[src/rtl/sonic_ring_address_generator.sv]
// Multi-channel ring-buffer address generator with round-robin burst grants.
// Optional per-channel beat counters are enabled by SONIC_ADDR_GEN_STATS_EN.
module sonic_ring_address_generator #(
    parameter int ADDR_WIDTH = 13,
    parameter int NUM_CH = 2,
    parameter int CH_DEPTH = 4096,
    parameter int BURST_MAX = 8,
    localparam int LEN_W = $clog2(BURST_MAX + 1),
    localparam int CH_W = (NUM_CH > 1) ? $clog2(NUM_CH) : 1
) (
    input  logic                    clk,
    input  logic                    rst_n,
    input  logic [NUM_CH-1:0]       req_valid,
    input  logic [NUM_CH*LEN_W-1:0] req_len,
    output logic [NUM_CH-1:0]       req_ready,
    input  logic [NUM_CH-1:0]       ch_clear,
    output logic                    addr_valid,
    input  logic                    addr_ready,
    output logic [ADDR_WIDTH-1:0]   addr_out,
    output logic [CH_W-1:0]         addr_ch,
    output logic                    addr_last,
    output logic [NUM_CH-1:0]       wrap_pulse
`ifdef SONIC_ADDR_GEN_STATS_EN
    ,
    output logic [NUM_CH*32-1:0]    beat_count
`endif
);

    localparam int OFF_W = $clog2(CH_DEPTH);

    typedef enum logic [1:0] {IDLE, GRANT, BURST} state_t;

    state_t state, state_next;
    logic [CH_W-1:0] cur_ch, rr_ptr, pick;
    logic pick_found;
    int idx;
    logic [LEN_W-1:0] remaining, len_sel, len_clamped;
    logic [OFF_W-1:0] offset [NUM_CH];
    logic [NUM_CH-1:0] clr_pend, busy;
    logic beat;

    // Round-robin search starting at the pointer.
    always_comb begin
        pick = '0;
        pick_found = 1'b0;
        idx = 0;
        for (int k = 0; k < NUM_CH; k++) begin
            idx = int'(rr_ptr) + k;
            if (idx >= NUM_CH) idx = idx - NUM_CH;
            if (!pick_found && req_valid[idx]) begin
                pick = CH_W'(idx);
                pick_found = 1'b1;
            end
        end
    end

    always_comb begin
        len_sel = req_len[int'(cur_ch)*LEN_W +: LEN_W];
        len_clamped = (len_sel > LEN_W'(BURST_MAX)) ? LEN_W'(BURST_MAX) : len_sel;
        for (int c = 0; c < NUM_CH; c++)
            busy[c] = (state != IDLE) && (int'(cur_ch) == c);
    end

    always_comb begin
        state_next = state;
        req_ready = '0;
        addr_valid = 1'b0;
        unique case (state)
            IDLE: if (pick_found) state_next = GRANT;
            GRANT: begin
                req_ready[cur_ch] = 1'b1;
                state_next = (len_sel == '0) ? IDLE : BURST;
            end
            BURST: begin
                addr_valid = 1'b1;
                if (addr_ready && remaining == LEN_W'(1)) state_next = IDLE;
            end
            default: state_next = IDLE;
        endcase
    end

    assign beat = (state == BURST) && addr_ready;
    assign addr_last = (state == BURST) && (remaining == LEN_W'(1));
    assign addr_ch = cur_ch;
    assign addr_out = (ADDR_WIDTH'(cur_ch) << OFF_W) | ADDR_WIDTH'(offset[cur_ch]);

    always_ff @(posedge clk) begin
        if (!rst_n) begin
            state <= IDLE;
            cur_ch <= '0;
            rr_ptr <= '0;
            remaining <= '0;
            wrap_pulse <= '0;
            clr_pend <= '0;
            for (int c = 0; c < NUM_CH; c++) offset[c] <= '0;
        end else begin
            state <= state_next;
            wrap_pulse <= '0;
            if (state == IDLE && pick_found) cur_ch <= pick;
            if (state == GRANT) begin
                remaining <= len_clamped;
                rr_ptr <= (int'(cur_ch) == NUM_CH - 1) ? '0 : cur_ch + 1'b1;
            end
            if (beat) remaining <= remaining - 1'b1;
            // A clear on the active channel waits until its burst is over.
            for (int c = 0; c < NUM_CH; c++) begin
                if (beat && int'(cur_ch) == c) begin
                    offset[c] <= offset[c] + 1'b1;
                    if (offset[c] == '1) wrap_pulse[c] <= 1'b1;
                end else if (!busy[c] && (ch_clear[c] || clr_pend[c])) begin
                    offset[c] <= '0;
                end
                if (busy[c] && ch_clear[c]) clr_pend[c] <= 1'b1;
                else if (!busy[c]) clr_pend[c] <= 1'b0;
            end
        end
    end

`ifdef SONIC_ADDR_GEN_STATS_EN
    logic [31:0] beats [NUM_CH];

    always_ff @(posedge clk) begin
        if (!rst_n) begin
            for (int c = 0; c < NUM_CH; c++) beats[c] <= '0;
        end else begin
            for (int c = 0; c < NUM_CH; c++) begin
                if (beat && int'(cur_ch) == c) begin
                    if (beats[c] != '1) beats[c] <= beats[c] + 1'b1;
                end else if (!busy[c] && (ch_clear[c] || clr_pend[c])) begin
                    beats[c] <= '0;
                end
            end
        end
    end

    always_comb begin
        for (int c = 0; c < NUM_CH; c++) beat_count[c*32 +: 32] = beats[c];
    end
`endif

endmodule

[config.mk]
export PLATFORM = sky130hd
export DESIGN_NAME = sonic_ring_address_generator
export DESIGN_NICKNAME = d
export VERILOG_FILES = /design/src/rtl/sonic_ring_address_generator.sv
export SDC_FILE = /design/constraint.sdc
export NUM_CORES = 1
export LEC_CHECK = 0
export CAP_MARGIN = 25
export CORE_AREA = 2 2 81 75
export DETAILED_ROUTE_END_ITERATION = 8
export DIE_AREA = 0 0 83 77
export GPL_TIMING_DRIVEN = 0
export SYNTH_ARGS = -nofsm -noshare
export SYNTH_HDL_FRONTEND = slang
export SYNTH_SLANG_ARGS = --single-unit
[constraint.sdc]
create_clock -name clk -period 2.1 [get_ports clk]
set_input_delay 0.63 -clock clk [delete_from_list [all_inputs] [get_ports clk]]
set_output_delay 0.63 -clock clk [all_outputs]
set_load 0.005 [all_outputs]
==> results of run 1 <==
## cells in the final DEF (no fill, tap or decap), types with 8 or more instances in the layout
cell type	count
nor2_1	34
dfxtp_1	22
clkdlybuf4s50_1	17
nand2_1	15
dlygate4sd2_1	15
xnor2_1	13
mux2_2	12
buf_4	12
edfxtp_1	12
nand3_1	11
inv_1	10
nor3_1	8
## sequential cells by signal, summed over array words and instances, names as in the netlist, named ones only
name        flops
remaining       4
offset         24
rr_ptr          1
clr_pend        2
state           2
addr_ch         1
wrap_pulse      2
## worst register-to-register path, delay by kind of cell (launching register included)
kind | cells | cell delay (ns)
and+or+nand+nor | 3 | 0.52
DFF | 1 | 0.32
buffers and inverters | 3 | 0.63
## power groups by stage
stage          clock, mW  combinational [mW]  sequential (mW)
4_1_cts            0.566               0.350            0.831
3_3_place_gp           0               0.326            0.851
6_report           0.550               0.353            0.832
3_5_place_dp           0               0.330            0.850
5_1_grt            0.601               0.387            0.839
2_1_floorplan          0               0.190            0.836
## metal layers
| metal | up-vias | track usage, % |
|---|---|---|
| li1 | 911 | - |
| met1 | 875 | 21.8 |
| met2 | 38 | 27.6 |
| met3 | 6 | 4.20 |
| met4 | 0 | 4.59 |
| met5 | - | 0 |
## final timing paths
| check | start | endpoint | cells after the start |
|---|---|---|---|
| worst max-delay path | flip-flop | addr_out[5] | 3 |
| worst min-delay path | clr_pend[0] | clr_pend[0] | 2 |
| worst max register to register | state[0] | offset[0][7] | 6 |
| worst min register to register | clr_pend[0] | clr_pend[0] | 2 |
## logic make-up (layout without fill, tap and decap cells)
| family | Yosys count | in the layout | share of synthesized area (%) |
|---|---|---|---|
| DFF | 37 | 37 | 40.3 |
| adders and majority gates | 4 | 4 | 2.34 |
| AOI/OAI and AO/OA | 33 | 33 | 12.7 |
| muxes | 15 | 15 | 7.74 |
| xor gates and xnor gates | 20 | 20 | 8.21 |
| buffers and inverters | 24 | 72 | 5.57 |
| and+or+nand+nor | 98 | 98 | 23.1 |
## layout make-up
cell class                 count  area [um2]
buffer                        11        96.3
clock buffer                   7        96.3
clock inverter                 1        5.00
fill                         520        2820
inverter                      11        41.3
multi-input combinational    170        1170
sequential                    37         870
tap                           70        87.6
timing repair buffer          42         382
## what timing repair did
item                                    4_1_cts  5_1_grt
cloned                                        1        0
endpoints found under the setup margin       28        9
gates resized for setup                      36        1
hold buffers                                  0        0
pin swaps                                     1        0
buffers inserted                              6        1
## cell usage after synthesis (all sizes together)
library cell  number  area [um2]
buf               10        66.3
xnor2             13         114
and4               1        8.76
and2               2        12.5
and3b              1        8.76
nor2              36         138
nand3             11        55.1
o211ai             1        7.51
edfxtp            12         360
o21a               4        30.0
clkbuf             3        11.3
a32oi              2        17.5
a21boi             1        7.51
nor4               2        12.5
o22ai              4        25.0
dfxtp             25         500
nand2b             2        12.5
mux2i              3        30.0
inv               11        41.3
nand4b             1        23.8
a211o              1        8.76
ha                 4        50.1
a211oi             7        52.6
nand4              8        56.3
o21ai              6        30.0
nand2             16        60.1
xor2               7        61.3
a21oi              2        10.0
nor3b              1        7.51
a311o              1        10.0
nor3               8        40.0
o31a               1        8.76
nand3b             1        7.51
a221oi             1        8.76
a2111oi            2        55.1
mux2              12         135
and3               5        31.3
nor2b              3        18.8
==> impl_metrics.prom, run 1 <==
# TYPE chip_impl_metric gauge
chip_impl_info{name="result_of_the_run",value="finished, final reports clean"} 1
chip_impl_metric{name="layout-area-overhead-vs-synth",unit="%"} 28.6
chip_impl_metric{name="start_util",unit="%"} 38.4
chip_impl_metric{name="hpwlAfterDp",unit="um"} 3850
chip_impl_metric{name="wl_met2",unit="um"} 2420
chip_impl_info{name="category_of_the_worst_setup_path_capture_point",value="output pin"} 1
chip_impl_metric{name="fin_worst_skew",unit="ns"} 0.00813
chip_impl_metric{name="drcViolationCount",unit=""} 0
chip_impl_metric{name="initialDrtViolationCount",unit=""} 93
chip_impl_info{name="cts_tree",value="built"} 1
chip_impl_info{name="root_buffer",value="clkbuf_8"} 1
chip_impl_metric{name="antenna_cells",unit=""} 0
chip_impl_metric{name="die-area",unit="um2"} 6390
chip_impl_metric{name="syn_nets",unit=""} 250
chip_impl_metric{name="power_switching_share",unit="%"} 26.9
chip_impl_metric{name="io_buffers",unit=""} 33
chip_impl_metric{name="first_pass_iters",unit=""} 4
chip_impl_metric{name="final.min_clock_period",unit="ns"} 2.01
chip_impl_metric{name="insertion_delay",unit="ns"} 0.29
chip_impl_metric{name="synth_area_per_cell",unit="um2"} 9.24
chip_impl_metric{name="die_w",unit="um"} 83
chip_impl_metric{name="globalplace.congestion",unit=""} 0.826
chip_impl_metric{name="routedWlPerCell",unit="um"} 14.7
chip_impl_metric{name="clk_pin_slew_worst_paths",unit="ns"} 0.07
chip_impl_info{name="hold_path.class",value="reg2reg"} 1
chip_impl_metric{name="slack_of_the_critical_path",unit="ns"} 0.0880
chip_impl_metric{name="synth_seq_area_share",unit="%"} 40.3
chip_impl_metric{name="met3WireLength",unit="um"} 229
chip_impl_metric{name="fmaxAchievable",unit="GHz"} 0.497
chip_impl_metric{name="grt_pass1_vias",unit=""} 1783
chip_impl_metric{name="cts.path.max_buffers",unit=""} 2
chip_impl_metric{name="area_of_the_mapped_netlist",unit="um2"} 2130
chip_impl_metric{name="cts_num_sinks",unit=""} 37
chip_impl_metric{name="boundaryPins",unit=""} 35
chip_impl_metric{name="htree_num_levels",unit=""} 2
chip_impl_metric{name="finalSetupViolCount",unit=""} 0
chip_impl_metric{name="clockPowerShare",unit="%"} 31.7
chip_impl_info{name="highest_metal_layer_with_signal_wires",value="met4"} 1
chip_impl_metric{name="place.detailed.instances",unit=""} 335
chip_impl_metric{name="global_route_wire_length_before_repair",unit="um"} 8640
chip_impl_metric{name="r2r_slack",unit="ns"} 0.48
chip_impl_metric{name="synth.yosys.warnings",unit=""} 0
chip_impl_metric{name="fin_worst_hold_slack",unit="ns"} 0.507
chip_impl_metric{name="power.density_cell_area",unit="nW/um2"} 632
chip_impl_metric{name="global_route.overflow_total",unit=""} 0
chip_impl_info{name="startpoint_type",value="flip-flop"} 1
chip_impl_metric{name="crit_path_max_fanout",unit=""} 5
chip_impl_metric{name="grt_start_max_net_pins",unit=""} 20
chip_impl_metric{name="via_per_inst",unit=""} 5.24
chip_impl_metric{name="drive_gt1_share",unit="%"} 18.3
chip_impl_info{name="critical_path.cell_chain",value="buf_4, mux2_2, dlygate4sd2_1"} 1
chip_impl_metric{name="dpl_cell_area",unit="um2"} 2560
chip_impl_metric{name="postLayoutCoreUtil",unit="%"} 49.3
chip_impl_info{name="critical-path-slowest-cell",value="dfxtp_4"} 1
chip_impl_metric{name="cellInternalPower",unit="mW"} 1.27
chip_impl_metric{name="final-max-slew-violation-count",unit=""} 0
chip_impl_metric{name="final_cell_area",unit="um2"} 2750
chip_impl_metric{name="worstPathBufferInverterCount",unit=""} 2
chip_impl_info{name="timing_worst_setup_path_type",value="reg2out"} 1
chip_impl_metric{name="cp.required",unit="ns"} 1.47
chip_impl_metric{name="layout.nets",unit=""} 297
chip_impl_metric{name="post_layout_nonfiller_instances",unit=""} 349
chip_impl_metric{name="die_height",unit="um"} 77
chip_impl_metric{name="tightestPinTransition",unit="ns"} 0.461
chip_impl_metric{name="leakage",unit="nW"} 1.06
chip_impl_metric{name="power_frac_seq",unit="%"} 48.0
chip_impl_metric{name="number_of_placement_rows",unit=""} 26
chip_impl_metric{name="ant_nets",unit=""} 0
chip_impl_metric{name="routed-via-count",unit=""} 1830
chip_impl_metric{name="drv_cap",unit=""} 0
chip_impl_metric{name="post_route_wl",unit="um"} 5140
chip_impl_metric{name="grt_antenna_before_repair",unit=""} 0
chip_impl_metric{name="place_ws",unit="ns"} -0.692
chip_impl_info{name="grt_setup_unrepaired",value="no"} 1
chip_impl_metric{name="pwr-share-comb",unit="%"} 20.3
chip_impl_metric{name="number_of_cells_produced_by_synthesis",unit=""} 231
chip_impl_metric{name="wirelength_met1",unit="um"} 2440
chip_impl_metric{name="hold_viol_final",unit=""} 0
chip_impl_metric{name="critPathMaxStageDelay",unit="ns"} 0.37
chip_impl_metric{name="max-vdd-ir-drop",unit="V"} 0.000414
chip_impl_metric{name="critPathArrivalTime",unit="ns"} 1.38
chip_impl_metric{name="grt_util_all_layers",unit="%"} 16.7
chip_impl_metric{name="power.switching",unit="mW"} 0.467
chip_impl_metric{name="fin_tns_setup",unit="ns"} 0
chip_impl_info{name="critical-path-top-delay-family",value="buffers and inverters"} 1
chip_impl_metric{name="design.core.area",unit="um2"} 5560
chip_impl_metric{name="min_period_over_period",unit="%"} 95.8
chip_impl_metric{name="ys_types",unit=""} 43
chip_impl_metric{name="yosys_register_bits",unit=""} 37
chip_impl_metric{name="finalPower",unit="mW"} 1.73
chip_impl_metric{name="cts_made_buffers",unit=""} 5
chip_impl_metric{name="slew_headroom",unit="%"} 69.0
Note: power is estimated with default switching activity, not from simulation.
==> inputs of run 2 (changes only) <==
Settings changed: CAP_MARGIN 25 to 20, CORE_AREA 2 2 81 75 to 2 2 92 86, DIE_AREA 0 0 83 77 to 0 0 94 88.
==> impl_metrics.prom, run 2 (synthesis gave the netlist of run 1 again) <==
# TYPE chip_impl_metric gauge
chip_impl_info{name="result_of_the_run",value="finished, final reports clean"} 1
chip_impl_metric{name="place.detailed.instances",unit=""} 360
chip_impl_info{name="critical-path-top-delay-family",value="buffers and inverters"} 1
chip_impl_metric{name="min_period_over_period",unit="%"} 96.9
chip_impl_metric{name="max-vdd-ir-drop",unit="V"} 0.000232
chip_impl_info{name="critical-path-slowest-cell",value="dfxtp_4"} 1
chip_impl_metric{name="die-area",unit="um2"} 8270
chip_impl_metric{name="worstPathBufferInverterCount",unit=""} 2
chip_impl_metric{name="start_util",unit="%"} 29.2
chip_impl_metric{name="grt_antenna_before_repair",unit=""} 0
chip_impl_metric{name="clk_pin_slew_worst_paths",unit="ns"} 0.07
chip_impl_metric{name="boundaryPins",unit=""} 35
chip_impl_metric{name="slack_of_the_critical_path",unit="ns"} 0.0658
chip_impl_info{name="startpoint_type",value="flip-flop"} 1
chip_impl_metric{name="globalplace.congestion",unit=""} 0.807
chip_impl_metric{name="global_route.overflow_total",unit=""} 0
chip_impl_metric{name="die_height",unit="um"} 88
chip_impl_metric{name="cts_num_sinks",unit=""} 37
chip_impl_metric{name="ant_nets",unit=""} 0
chip_impl_info{name="grt_setup_unrepaired",value="no"} 1
chip_impl_metric{name="final_cell_area",unit="um2"} 2770
chip_impl_metric{name="r2r_slack",unit="ns"} 0.43
chip_impl_metric{name="grt_start_max_net_pins",unit=""} 20
chip_impl_metric{name="power.density_cell_area",unit="nW/um2"} 613
chip_impl_metric{name="fmaxAchievable",unit="GHz"} 0.492
chip_impl_metric{name="critical_path_depth",unit=""} 3
chip_impl_metric{name="postLayoutCoreUtil",unit="%"} 37.9
chip_impl_info{name="cts_tree",value="built"} 1
chip_impl_metric{name="via_per_inst",unit=""} 4.83
chip_impl_info{name="hold_path.class",value="reg2reg"} 1
chip_impl_metric{name="layout.nets",unit=""} 297
chip_impl_metric{name="post_layout_nonfiller_instances",unit=""} 375
chip_impl_metric{name="finalSetupViolCount",unit=""} 0
chip_impl_info{name="critical_path.cell_chain",value="buf_4, mux2_2, dlygate4sd2_1"} 1
chip_impl_metric{name="first_pass_iters",unit=""} 4
chip_impl_info{name="r2r-start",value="state[1]"} 1
chip_impl_metric{name="crit_path_max_fanout",unit=""} 5
chip_impl_metric{name="global_route_wire_length_before_repair",unit="um"} 8540
chip_impl_info{name="timing.rr.end",value="offset[0][5]"} 1
chip_impl_metric{name="cts.path.max_buffers",unit=""} 2
chip_impl_info{name="min_delay_worst_endpoint",value="clr_pend[0]"} 1
chip_impl_metric{name="number_of_placement_rows",unit=""} 30
chip_impl_info{name="layout_top_registers",value="offset: 24 flops, remaining: 4 flops"} 1
chip_impl_metric{name="hpwlAfterDp",unit="um"} 3810
chip_impl_metric{name="drive_gt1_share",unit="%"} 17.9
chip_impl_metric{name="cell_count_of_the_worst_reg_to_reg_path",unit=""} 7
chip_impl_metric{name="io_buffers",unit=""} 33
chip_impl_metric{name="critPathMaxStageDelay",unit="ns"} 0.38
chip_impl_info{name="top_register",value="offset"} 1
chip_impl_metric{name="flip_flop_count_of_the_largest_register_all_copies_and_words_added",unit=""} 24
chip_impl_metric{name="final-max-slew-violation-count",unit=""} 0
chip_impl_metric{name="leakage",unit="nW"} 1.06
chip_impl_metric{name="antenna_cells",unit=""} 0
chip_impl_metric{name="cp.required",unit="ns"} 1.47
chip_impl_metric{name="critPathArrivalTime",unit="ns"} 1.40
chip_impl_metric{name="dpl_cell_area",unit="um2"} 2580
chip_impl_info{name="commonest_cells_after_routing_fill_and_taps_aside",value="34 x nor2_1, 22 x dfxtp_1, 17 x clkdlybuf4s50_1"} 1
chip_impl_metric{name="fin_worst_skew",unit="ns"} 0.00329
chip_impl_metric{name="tightestPinTransition",unit="ns"} 0.424
chip_impl_metric{name="postCtsHoldBufs",unit=""} 0
chip_impl_metric{name="hold_viol_final",unit=""} 0
chip_impl_metric{name="grt_util_all_layers",unit="%"} 13.2
chip_impl_info{name="worstHoldStart",value="clr_pend[0]"} 1
chip_impl_metric{name="layout-area-overhead-vs-synth",unit="%"} 29.8
chip_impl_metric{name="min_delay_path_depth",unit=""} 2
chip_impl_metric{name="routedWlPerCell",unit="um"} 13.6
chip_impl_info{name="timing_worst_setup_path_type",value="reg2out"} 1
chip_impl_metric{name="die_w",unit="um"} 94
chip_impl_metric{name="fin_tns_setup",unit="ns"} 0
chip_impl_info{name="root_buffer",value="clkbuf_8"} 1
chip_impl_metric{name="routed-via-count",unit=""} 1811
chip_impl_metric{name="initialDrtViolationCount",unit=""} 75
chip_impl_metric{name="drv_cap",unit=""} 0
chip_impl_metric{name="insertion_delay",unit="ns"} 0.29
chip_impl_metric{name="final.min_clock_period",unit="ns"} 2.03
chip_impl_metric{name="design.core.area",unit="um2"} 7320
chip_impl_metric{name="grt_pass1_vias",unit=""} 1747
chip_impl_metric{name="htree_num_levels",unit=""} 2
chip_impl_info{name="mostFrequentLayoutCell",value="nor2_1"} 1
chip_impl_metric{name="drcViolationCount",unit=""} 0
chip_impl_metric{name="place_ws",unit="ns"} -0.839
chip_impl_metric{name="post_route_wl",unit="um"} 5090
chip_impl_info{name="category_of_the_worst_setup_path_capture_point",value="output pin"} 1
chip_impl_metric{name="slew_headroom",unit="%"} 71.4
chip_impl_metric{name="cts_made_buffers",unit=""} 5
## run 2: how the worst max path moves through the flow
stage | to | start
after global placement | offset[0][8] | rst_n
final | addr_out[0] | flip-flop
after CTS | addr_out[1] | flip-flop
after global routing | addr_out[7] | flip-flop
after floorplan | offset[0][0] | addr_ready
after detailed placement | offset[0][10] | rst_n
## run 2: what timing repair did
item	in CTS	in global routing
gates resized for setup	33	6
cloned	1	0
buffers inserted	8	0
pin swaps	2	0
endpoints found under the setup margin	28	14
## run 2: cell type report
cell class,count,area (um2)
fillers,758,4550
multi-input cells,170,1170
flip-flops and latches,37,870
repair buffers,42,387
well taps,96,120
plain buffers,11,96.3
clock buffers,8,90.1
inverters,11,41.3
## run 2: layer usage
metal  vias up  GRT usage (%)  routed length (um)
met4         0           3.56                  50
li1        909              -                   -
met2        28           22.3                2540
met3         6           2.67                 170
met1       868           17.2                2330
met5         -              0                   0
## run 2: report_power, final
part	internal, mW	switching, mW
Sequential	0.786	0.0447
Clock	0.268	0.247
Combinational	0.186	0.168
## run 2: per-stage QoR
| step | hold slack [ns] | power, mW |
|---|---|---|
| after floorplan | 0.467 | 1.03 |
| after global placement | 0.485 | 1.18 |
| after detailed placement | 0.487 | 1.18 |
| after CTS | 0.504 | 1.72 |
| after global routing | 0.541 | 1.79 |
| final | 0.508 | 1.70 |
## run 2: worst register-to-register path, stage by stage (launching register included)
cell and delay (ns):
dfxtp_4 0.35, buf_8 0.12, buf_4 0.17, nor2_1 0.19
o22ai_1 0.15, nand3_1 0.15, buf_2 0.23, nor2_1 0.07
==> inputs of run 3 (changes only) <==
Settings changed: CAP_MARGIN 20 to 5.
==> results of run 3 <==
Final layout, timing and power as in run 2 (identical DEF).
